--- src/rtl/gs_pkg.sv ---
// Shared definitions for the GS sound-core memory subsystem.
// Latency: n/a (types and constants only).
// Backpressure: n/a.
// Contents: owner enum for the memory slot scheduler, address/data widths,
//           default slot timing constants reused by the core top-level and benches.
package gs_pkg;

  localparam int GS_AW             = 21;  // 2 MB external GS memory
  localparam int GS_DW             = 8;
  localparam int GS_CE_DIV_DEF     = 4;   // CLK cycles per GS slot
  localparam int GS_MEM_LAT_DEF    = 2;   // MEM_RD to valid MEM_DI
  localparam int GS_STARVE_MAX_DEF = 8;   // denied slots before loader is forced in

  // Who owns the memory port for the current slot
  typedef enum logic [1:0] {
    OWN_NONE = 2'd0,
    OWN_GS   = 2'd1,
    OWN_LD   = 2'd2
  } owner_e;

endpackage

--- src/rtl/gs_mem_sched_if.sv ---
// Bundle of the GS core, host loader and external memory signals around gs_mem_sched.
// Latency: n/a (wires only).
// Backpressure: loader uses LD_REQ held until LD_ACK; GS core is stalled via GS_CE.
// Modports: master = scheduler view (drives CE, read data, ACK, memory command);
//           slave  = environment view (GS core, loader and memory model).
interface gs_mem_sched_if;
  import gs_pkg::*;

  // GS core side
  logic             GS_CE;
  logic [GS_AW-1:0] GS_MA;
  logic [GS_DW-1:0] GS_MDO;
  logic             GS_MRD_n;
  logic             GS_MWE_n;
  logic [GS_DW-1:0] GS_MDI;
  // host loader side
  logic             LD_REQ;
  logic             LD_WE;
  logic [GS_AW-1:0] LD_ADDR;
  logic [GS_DW-1:0] LD_DI;
  logic             LD_ACK;
  logic [GS_DW-1:0] LD_DO;
  // external memory side
  logic [GS_AW-1:0] MEM_A;
  logic [GS_DW-1:0] MEM_DO;
  logic             MEM_RD;
  logic             MEM_WE;
  logic [GS_DW-1:0] MEM_DI;

  modport master (
    output GS_CE, GS_MDI, LD_ACK, LD_DO, MEM_A, MEM_DO, MEM_RD, MEM_WE,
    input  GS_MA, GS_MDO, GS_MRD_n, GS_MWE_n, LD_REQ, LD_WE, LD_ADDR, LD_DI, MEM_DI
  );

  modport slave (
    input  GS_CE, GS_MDI, LD_ACK, LD_DO, MEM_A, MEM_DO, MEM_RD, MEM_WE,
    output GS_MA, GS_MDO, GS_MRD_n, GS_MWE_n, LD_REQ, LD_WE, LD_ADDR, LD_DI, MEM_DI
  );

endinterface

--- src/rtl/gs_mem_sched_slot_timer.sv ---
// gs_slot_timer: free-running slot phase counter 0..CE_DIV-1 with phase strobes.
// Latency: strobes are decoded from the registered phase, valid in the phase they name.
// Backpressure: none; runs continuously, returns to phase 0 on RESET.
// Ports: CLK, RESET (sync, active-high); phase_start (phase 0), phase_cap (phase MEM_LAT),
//        phase_end (phase CE_DIV-1).
module gs_slot_timer
  import gs_pkg::*;
#(
  parameter int CE_DIV  = GS_CE_DIV_DEF,
  parameter int MEM_LAT = GS_MEM_LAT_DEF
) (
  input  logic CLK,
  input  logic RESET,
  output logic phase_start,
  output logic phase_cap,
  output logic phase_end
);

  localparam int PW = (CE_DIV > 1) ? $clog2(CE_DIV) : 1;

  logic [PW-1:0] phase_q, phase_d;

  always_comb begin
    phase_start = (phase_q == '0);
    phase_cap   = (phase_q == PW'(MEM_LAT));
    phase_end   = (phase_q == PW'(CE_DIV - 1));
    phase_d     = phase_end ? '0 : phase_q + PW'(1);
  end

  always_ff @(posedge CLK) begin
    if (RESET) begin
      phase_q <= '0;
    end else begin
      phase_q <= phase_d;
    end
  end

endmodule

--- src/rtl/gs_mem_sched.sv ---
// gs_mem_sched: time-slot arbiter sharing one GS memory port between the GS Z80 and a host loader.
// Latency: command in phase 0 of a slot, read data / LD_ACK in phase MEM_LAT+1, GS_CE in phase CE_DIV-1.
// Backpressure: GS is stalled by withholding GS_CE for a slot; loader waits with LD_REQ held until LD_ACK.
// Ports: CLK, RESET (sync, active-high); bus = gs_mem_sched_if.master (GS_*, LD_*, MEM_* signals).
// Build option: define GS_MEM_SCHED_FAIR_EN to force the loader in after STARVE_MAX denied slots;
//               without it GS has strict priority and the loader may starve.
module gs_mem_sched
  import gs_pkg::*;
#(
  parameter int CE_DIV     = GS_CE_DIV_DEF,
  parameter int MEM_LAT    = GS_MEM_LAT_DEF,
  parameter int STARVE_MAX = GS_STARVE_MAX_DEF
) (
  input logic            CLK,
  input logic            RESET,
  gs_mem_sched_if.master bus
);

  // Read data must be captured and acknowledged before the slot ends
  if ((MEM_LAT < 1) || (CE_DIV < MEM_LAT + 2)) begin : g_bad_timing
    $error("gs_mem_sched: need MEM_LAT >= 1 and CE_DIV >= MEM_LAT+2");
  end
  if ((STARVE_MAX < 1) || (STARVE_MAX > 15)) begin : g_bad_starve
    $error("gs_mem_sched: STARVE_MAX must fit the 4-bit starve counter (1..15)");
  end

  logic phase_start, phase_cap, phase_end;

  gs_slot_timer #(
    .CE_DIV  (CE_DIV),
    .MEM_LAT (MEM_LAT)
  ) u_timer (
    .CLK         (CLK),
    .RESET       (RESET),
    .phase_start (phase_start),
    .phase_cap   (phase_cap),
    .phase_end   (phase_end)
  );

  owner_e           owner_q, owner_d, slot_owner;
  logic             stall_q, stall_d;     // GS_CE withheld this slot
  logic             rd_q, rd_d;           // this slot issued a read
  logic             ld_ack_q, ld_ack_d;
  logic [GS_AW-1:0] mem_a_q, mem_a_d, cmd_a;
  logic [GS_DW-1:0] mem_do_q, mem_do_d, cmd_do;
  logic [GS_DW-1:0] gs_mdi_q, gs_mdi_d;
  logic [GS_DW-1:0] ld_do_q, ld_do_d;
  logic             gs_need, force_ld, cmd_vld, cmd_we;
`ifdef GS_MEM_SCHED_FAIR_EN
  logic [3:0]       starve_q, starve_d;
`endif

  // Slot decision. Only meaningful in phase 0; the GS inputs are stable for the
  // whole slot because the core only advances on GS_CE.
  always_comb begin
    gs_need  = ~bus.GS_MRD_n | ~bus.GS_MWE_n;
    force_ld = 1'b0;
`ifdef GS_MEM_SCHED_FAIR_EN
    force_ld = bus.LD_REQ & (starve_q >= 4'(STARVE_MAX));
`endif
    if (force_ld)        slot_owner = OWN_LD;
    else if (gs_need)    slot_owner = OWN_GS;
    else if (bus.LD_REQ) slot_owner = OWN_LD;
    else                 slot_owner = OWN_NONE;

    // GS write wins when both strobes are low, so RD and WE are mutually exclusive
    cmd_we = 1'b0;
    if (slot_owner == OWN_GS)      cmd_we = ~bus.GS_MWE_n;
    else if (slot_owner == OWN_LD) cmd_we = bus.LD_WE;

    cmd_a   = (slot_owner == OWN_LD) ? bus.LD_ADDR : bus.GS_MA;
    cmd_do  = (slot_owner == OWN_LD) ? bus.LD_DI   : bus.GS_MDO;
    cmd_vld = phase_start & ~RESET & (slot_owner != OWN_NONE);
  end

  always_comb begin
    owner_d  = owner_q;
    stall_d  = stall_q;
    rd_d     = rd_q;
    mem_a_d  = mem_a_q;
    mem_do_d = mem_do_q;
    gs_mdi_d = gs_mdi_q;
    ld_do_d  = ld_do_q;
    ld_ack_d = phase_cap & (owner_q == OWN_LD);
`ifdef GS_MEM_SCHED_FAIR_EN
    starve_d = starve_q;
`endif

    if (phase_start) begin
      owner_d = slot_owner;
      stall_d = (slot_owner == OWN_LD) & gs_need;
      rd_d    = cmd_vld & ~cmd_we;
      if (cmd_vld) begin
        mem_a_d  = cmd_a;
        mem_do_d = cmd_do;
      end
`ifdef GS_MEM_SCHED_FAIR_EN
      if (!bus.LD_REQ || (slot_owner == OWN_LD)) starve_d = 4'd0;
      else if (starve_q != 4'hF)                 starve_d = starve_q + 4'd1;
`endif
    end

    // Writes leave MEM_DI undefined, so only read slots update the read registers
    if (phase_cap && rd_q) begin
      if (owner_q == OWN_GS)      gs_mdi_d = bus.MEM_DI;
      else if (owner_q == OWN_LD) ld_do_d  = bus.MEM_DI;
    end
  end

  always_ff @(posedge CLK) begin
    if (RESET) begin
      owner_q  <= OWN_NONE;
      stall_q  <= 1'b0;
      rd_q     <= 1'b0;
      ld_ack_q <= 1'b0;
      mem_a_q  <= '0;
      mem_do_q <= '0;
      gs_mdi_q <= 8'hFF;
      ld_do_q  <= 8'h00;
`ifdef GS_MEM_SCHED_FAIR_EN
      starve_q <= 4'd0;
`endif
    end else begin
      owner_q  <= owner_d;
      stall_q  <= stall_d;
      rd_q     <= rd_d;
      ld_ack_q <= ld_ack_d;
      mem_a_q  <= mem_a_d;
      mem_do_q <= mem_do_d;
      gs_mdi_q <= gs_mdi_d;
      ld_do_q  <= ld_do_d;
`ifdef GS_MEM_SCHED_FAIR_EN
      starve_q <= starve_d;
`endif
    end
  end

  // The command is issued in the same phase-0 cycle the decision is made,
  // then address/data are held from the registers until the next command.
  assign bus.MEM_RD = cmd_vld & ~cmd_we;
  assign bus.MEM_WE = cmd_vld & cmd_we;
  assign bus.MEM_A  = cmd_vld ? cmd_a  : mem_a_q;
  assign bus.MEM_DO = cmd_vld ? cmd_do : mem_do_q;
  assign bus.GS_CE  = phase_end & ~stall_q & ~RESET;
  assign bus.GS_MDI = gs_mdi_q;
  assign bus.LD_ACK = ld_ack_q;
  assign bus.LD_DO  = ld_do_q;

endmodule

--- src/flat_wrapper.sv ---
// flat-port wrapper written by rule: the top's interface ports become plain ports
module gs_mem_sched_flat import gs_pkg::*;
#(
  parameter int CE_DIV     = GS_CE_DIV_DEF,
  parameter int MEM_LAT    = GS_MEM_LAT_DEF,
  parameter int STARVE_MAX = GS_STARVE_MAX_DEF
)
  (CLK, RESET, bus_GS_CE, bus_GS_MDI, bus_LD_ACK, bus_LD_DO, bus_MEM_A, bus_MEM_DO, bus_MEM_RD, bus_MEM_WE, bus_GS_MA, bus_GS_MDO, bus_GS_MRD_n, bus_GS_MWE_n, bus_LD_REQ, bus_LD_WE, bus_LD_ADDR, bus_LD_DI, bus_MEM_DI);
  gs_mem_sched_if bus_i ();
  input logic CLK;
  input logic RESET;
  output wire logic [$bits(bus_i.GS_CE)-1:0] bus_GS_CE;
  output wire logic [$bits(bus_i.GS_MDI)-1:0] bus_GS_MDI;
  output wire logic [$bits(bus_i.LD_ACK)-1:0] bus_LD_ACK;
  output wire logic [$bits(bus_i.LD_DO)-1:0] bus_LD_DO;
  output wire logic [$bits(bus_i.MEM_A)-1:0] bus_MEM_A;
  output wire logic [$bits(bus_i.MEM_DO)-1:0] bus_MEM_DO;
  output wire logic [$bits(bus_i.MEM_RD)-1:0] bus_MEM_RD;
  output wire logic [$bits(bus_i.MEM_WE)-1:0] bus_MEM_WE;
  input wire logic [$bits(bus_i.GS_MA)-1:0] bus_GS_MA;
  input wire logic [$bits(bus_i.GS_MDO)-1:0] bus_GS_MDO;
  input wire logic [$bits(bus_i.GS_MRD_n)-1:0] bus_GS_MRD_n;
  input wire logic [$bits(bus_i.GS_MWE_n)-1:0] bus_GS_MWE_n;
  input wire logic [$bits(bus_i.LD_REQ)-1:0] bus_LD_REQ;
  input wire logic [$bits(bus_i.LD_WE)-1:0] bus_LD_WE;
  input wire logic [$bits(bus_i.LD_ADDR)-1:0] bus_LD_ADDR;
  input wire logic [$bits(bus_i.LD_DI)-1:0] bus_LD_DI;
  input wire logic [$bits(bus_i.MEM_DI)-1:0] bus_MEM_DI;
  assign bus_GS_CE = bus_i.GS_CE;
  assign bus_GS_MDI = bus_i.GS_MDI;
  assign bus_LD_ACK = bus_i.LD_ACK;
  assign bus_LD_DO = bus_i.LD_DO;
  assign bus_MEM_A = bus_i.MEM_A;
  assign bus_MEM_DO = bus_i.MEM_DO;
  assign bus_MEM_RD = bus_i.MEM_RD;
  assign bus_MEM_WE = bus_i.MEM_WE;
  assign bus_i.GS_MA = bus_GS_MA;
  assign bus_i.GS_MDO = bus_GS_MDO;
  assign bus_i.GS_MRD_n = bus_GS_MRD_n;
  assign bus_i.GS_MWE_n = bus_GS_MWE_n;
  assign bus_i.LD_REQ = bus_LD_REQ;
  assign bus_i.LD_WE = bus_LD_WE;
  assign bus_i.LD_ADDR = bus_LD_ADDR;
  assign bus_i.LD_DI = bus_LD_DI;
  assign bus_i.MEM_DI = bus_MEM_DI;
  gs_mem_sched #(.CE_DIV(CE_DIV), .MEM_LAT(MEM_LAT), .STARVE_MAX(STARVE_MAX)) u_core (.CLK(CLK), .RESET(RESET), .bus(bus_i));
endmodule
--- config.mk ---
export PLATFORM = sky130hd
export DESIGN_NAME = gs_mem_sched_flat
export DESIGN_NICKNAME = d
export VERILOG_FILES = /design/src/rtl/gs_pkg.sv /design/src/rtl/gs_mem_sched_if.sv /design/src/rtl/gs_mem_sched_slot_timer.sv /design/src/rtl/gs_mem_sched.sv /design/src/flat_wrapper.sv
export SDC_FILE = /design/constraint.sdc
export NUM_CORES = 1
export LEC_CHECK = 0
export BUFFER_PORTS_ARGS = -buffer_cell sky130_fd_sc_hd__buf_2
export CAP_MARGIN = 20
export CORE_MARGIN = 1.5
export CORE_UTILIZATION = 48
export DETAILED_ROUTE_END_ITERATION = 10
export PLACE_DENSITY = 0.81
export SKIP_LAST_GASP = 1
export SLEW_MARGIN = 20
export SYNTH_ARGS = -nofsm -noshare
export SYNTH_HDL_FRONTEND = slang
export SYNTH_SLANG_ARGS = --single-unit
--- constraint.sdc ---
create_clock -name CLK -period 1.8 [get_ports CLK]
set_input_delay 0.36 -clock CLK [delete_from_list [all_inputs] [get_ports CLK]]
set_output_delay 0.36 -clock CLK [all_outputs]
set_load 0.01 [all_outputs]
Yosys cells after proc, flatten, opt, wreduce, memory -nomap -nowiden
Index checks and enable logic that the tools add are counted.
{ "totals": {"regBits": 52, "output_inout_bits": 49, "word_cells": 45} }
{ "op_classes": {"addsub": 1, "n_eq_ne": 6, "mux": 8, "bitwise_logic": 15, "n_reduce_logical": 6} }
{ "ops": {"columns": ["op", "count"], "rows": [
  ["$mux 21", 2],
  ["$mux 8", 2],
  ["$and 1x1->1", 8],
  ["$eq 2x2->1 const B", 4],
  ["$not 1->1", 6],
  ["$eq 2x1->1 const B", 2],
  ["$mux 2", 2],
  ["$reduce_and 3->1", 1],
  ["$add 2x1->2 const B", 1],
  ["$logic_not 2->1", 1],
  ["$mux 1", 2],
  ["$reduce_and 2->1", 1],
  ["$reduce_bool 2->1", 1],
  ["$reduce_or 2->1", 1],
  ["$logic_and 1x1->1", 1],
  ["$or 1x1->1", 1]
]} }

Depth between registers and ports, before layout
{ "depth": {"ltp_word": 8, "ltp_mapped": 8} }

Hierarchy
Synthesis repeated with hierarchy kept, for this count alone.
{ "unflattened": {"hier_cells": 297, "area_unflattened_um2": 2621.3} }
{ "modules_own_cells": {"columns": ["mod", "instances", "cells_each", "area_each_um2", "seq_area_each_um2"], "rows": [
  ["gs_mem_sched", 1, 288, 2513.7, 1001.0],
  ["gs_slot_timer", 1, 9, 107.6, 40.0]
]} }

Worst setup path after synthesis
OpenSTA, ideal clock, no wires.
{ "synth_path": {"path_type": "register to output", "from": "register u_core.u_timer.phase_q[0]", "to": "output bus_MEM_A[12]", "arrival_ps": 1369, "t_required_ps": 1440, "setup_slack_ps": 71, "path_stages_with_launch": 9, "path_buffers": 3, "cell_sequence": "dfxtp_1 inv_1 ha_1 buf_2 nand2b_4 nor2b_4 buf_6 buf_6 o22ai_1"} }
{ "synth_between": {"elab_chain_len": 4} }
{ "synth_rtl": {"columns": ["element", "line_no", "text"], "rows": [
  ["from (decl)", "gs_mem_sched_slot_timer.sv:21", "logic [PW-1:0] phase_q, phase_d;"],
  ["from (signal assigned)", "gs_mem_sched_slot_timer.sv:34", "phase_q <= phase_d;"],
  ["$logic_not 2->1", "gs_mem_sched_slot_timer.sv:24", "phase_start = (phase_q == '0);"],
  ["$and 1x1->1 (2 in a row)", "gs_mem_sched.sv:73", "cmd_vld = phase_start & ~RESET & (slot_owner != OWN_NONE);"],
  ["$mux 21", "gs_mem_sched.sv:142", "assign bus.MEM_A = cmd_vld ? cmd_a : mem_a_q;"],
  ["to (decl)", "flat_wrapper.sv:16", "output wire logic [$bits(bus_i.MEM_A)-1:0] bus_MEM_A;"]
]} }
No other way between the ends.

Worst setup path in the final report
{ "layout_path": {"from": "register u_core.u_timer.phase_q[0]", "to": "output bus_MEM_A[1]"} }
The elaborated chain is that of the path after synthesis.

==> impl_metrics.yaml <==
setup_path:
  end_kind: "primary output"
  critPathMaxStageDelay_ns: 0.34
  cp_cell_sequence: "inv_2 -> ha_4 -> nand2b_4 -> nor2b_4 -> mux2_4 -> buf_6"
  cp.arrival_ns: 1.57
  start_kind: "flop"
  path_class: "reg -> out"
  r2r_slack_ns: 0.40
  critPathSlowestCell: "dfxtp_2"
  cp.required_ns: 1.44
  worst-path-max-fanout: 4
clocking:
  cts_sinks: 52
  cts_made_buffers: 5
  ctsHtreeMaxLevel: 2
  cts_root_buf: "clkbuf_8"
  tritoncts: "done"
  cts_hold_buf: 0
  cts.reportedPaths.clkPinSlew_ns: 0.11
  clockBufferDepth: 2
  insertion_delay_ns: 0.31
power_and_ir_drop:
  powerDensity_mw_per_mm2: 770
  total_power_mw: 2.80
  p_leak_nw: 1.59
  ir_drop_uv: 595
synthesis:
  syn_nets: 383
  yosysWarnings: 0
  synthTopCellsByArea: "dfxtp_1 (37%), o2bb2ai_1 (8.8%), a21boi_0 (7.5%), a31oi_1 (4.7%), o22ai_2 (4.5%)"
  synth_top_cell_area_share: 0.373
  synth-seq-cells: 52
  avgSynthCellArea_um2: 9.06
  yosysSeqAreaShare: 0.373
  synthCells: 308
  synthDistinctLibCells: 40
  netlist_area_mm2: 0.00279
  synth_area_leader_cell: "dfxtp_1"
die:
  chipHeight_um: 79.3
  die_area_mm2: 0.00628
  die_w_um: 79.3
  core.rowCount: 27
  ios: 121
  coreArea_mm2: 0.00557
  start_util: 0.501
detailed_routing:
  wl_per_cell_um: 13.8
  drcViolationCount: 0
  ant_nets: 0
  drtPass1Iterations: 4
  via_count: 2671
  wirelength_um: 6880
  first_iter_violations: 100
  vias_per_cell: 5.34
grt:
  grt_max_degree: 33
  grt_pass1_vias: 2538
  grt_pass1_wl_um: 11300
  grt.total_usage: 0.226
  gr-total-overflow: 0
  antenna_found_initial: 0
timing:
  layout_setup_ws_ns: -0.134
  final.setup.tns_ns: -3.05
  hold_violations: 0
  drv_slew: 0
  slew-limit-headroom: 0.771
  fin_skew_ns: 0.0155
  post-route-min-period_ns: 1.93
  tightestPinTransition_ns: 0.341
  clock.fmax_ghz: 0.517
  holdWs_ns: 0.273
  rsz0062_at_grt: "yes"
  timing.final.crit_share: 1.07
  finalSetupViolations: 31
final_layout:
  drive_gt1_frac: 0.421
  post-route-util: 0.652
  n_antenna_cell: 0
  finish.net_count: 502
  fillers: 495
  syn_to_final_growth_pct: 30.2
placed_design:
  portBuffers: 120
  dpl.hpwl_um: 5160
  dp_slack_ns: 0.00371
  gp_congestion: 0.888
status:
  status: "finished, violations left"
  violations: "negative setup slack"
run:
  maxCapViolations: 0
min_path:
  hp-class: "in -> reg"
[power breakdown]
group,switching (mW),internal (mW)
Combinational,0.436,0.391
Sequential,0.0467,1.24
Clock,0.403,0.284
Total,0.885,1.91
[path summary, 6_finish.rpt]
kind | startpoint | to | cells after the start
worst max-delay path | u_core.u_timer.phase_q[0] | bus_MEM_A[1] | 6
worst min-delay path | bus_MEM_DI[0] | u_core.bus.GS_MDI[0] | 3
worst max register to register | u_core.u_timer.phase_q[0] | u_core.bus.LD_DO[6] | 6
worst min register to register | u_core.bus.LD_DO[2] | u_core.bus.LD_DO[2] | 2
[synthesized netlist by cell type (all sizes together)]
cell     count
dfxtp       52
inv         32
nand2       32
a31oi       29
a21boi      28
o22ai       28
o2bb2ai     28
buf         20
a21oi       11
clkbuf      10
nand3b       9
ha           3
nor2         3
a211oi       2
and2         2
and4b        2
nand2b       2
nand4b       2
nor2b        2
nor3         2
nor3b        2
a21o         1
mux2         1
nand3        1
nand4        1
nor4bb       1
o2111a       1
o21ai        1
[per-layer routing]
| layer | GRT usage | up-vias | routed length, um |
|---|---|---|---|
| li1 | - | 1358 | - |
| met1 | 0.282 | 1230 | 3060 |
| met2 | 0.390 | 68 | 3370 |
| met3 | 0.0345 | 15 | 287 |
| met4 | 0.0912 | 0 | 163 |
| met5 | 0 | - | 0 |
[registers in the layout (all words and copies together), names as in the netlist, 2 cells and up]
| register | cells |
|---|---|
| u_core.bus.GS_MDI | 8 |
| u_core.bus.LD_DO | 8 |
| u_core.mem_a_q | 21 |
| u_core.mem_do_q | 8 |
| u_core.owner_q | 2 |
| u_core.u_timer.phase_q | 2 |
[placed cells by master (no fill, tap or decap), drive strengths merged, types with 3 or more instances in the layout]
| cell | n |
|---|---|
| a21boi | 28 |
| a21oi | 11 |
| a31oi | 29 |
| buf | 142 |
| clkbuf | 5 |
| dfxtp | 52 |
| ha | 3 |
| inv | 33 |
| nand2 | 32 |
| nand3b | 9 |
| nor2 | 3 |
| o22ai | 28 |
| o2bb2ai | 28 |
[worst max-delay path: cells and delay by family, from the launching register on]
kind                     cells  cell delay, ns
buffers and inverters        2            0.19
AND/OR/NAND/NOR              2            0.26
multiplexers                 1            0.33
adder cells (fa/ha/maj)      1            0.14
flip-flops                   1            0.34
[cell type report]
type | count | area [um2] | share of cell area
clock inverters | 3 | 26.3 | 0.00723
inverters | 32 | 120 | 0.0331
multi-input cells | 194 | 1460 | 0.400
flip-flops and latches | 52 | 1040 | 0.287
repair buffers | 142 | 830 | 0.228
clock buffers | 5 | 68.8 | 0.0189
well taps | 72 | 90.1 | 0.0248
[through the flow]
step           std cells  area (um2)
3_5_place_dp         488        3470
2_1_floorplan        308        2790
6_report             500        3630
5_1_grt              500        3630
3_3_place_gp         488        3470
4_1_cts              500        3630
[repair_timing]
item	CTS	global route
pin swaps	2	0
endpoints found under the setup margin	31	31
buffers inserted	4	0
gates resized for setup	11	0
[cell families (layout without fill, tap and decap cells)]
kind of cell,Yosys count,in the layout,share of synthesized area
fa+ha+maj,3,3,0.0134
mux,1,1,0.00403
buf+inv,62,182,0.114
simple gates,61,61,0.125
flops,52,52,0.373
compound gates,129,129,0.371
Note: power is estimated with default switching activity, not from simulation.
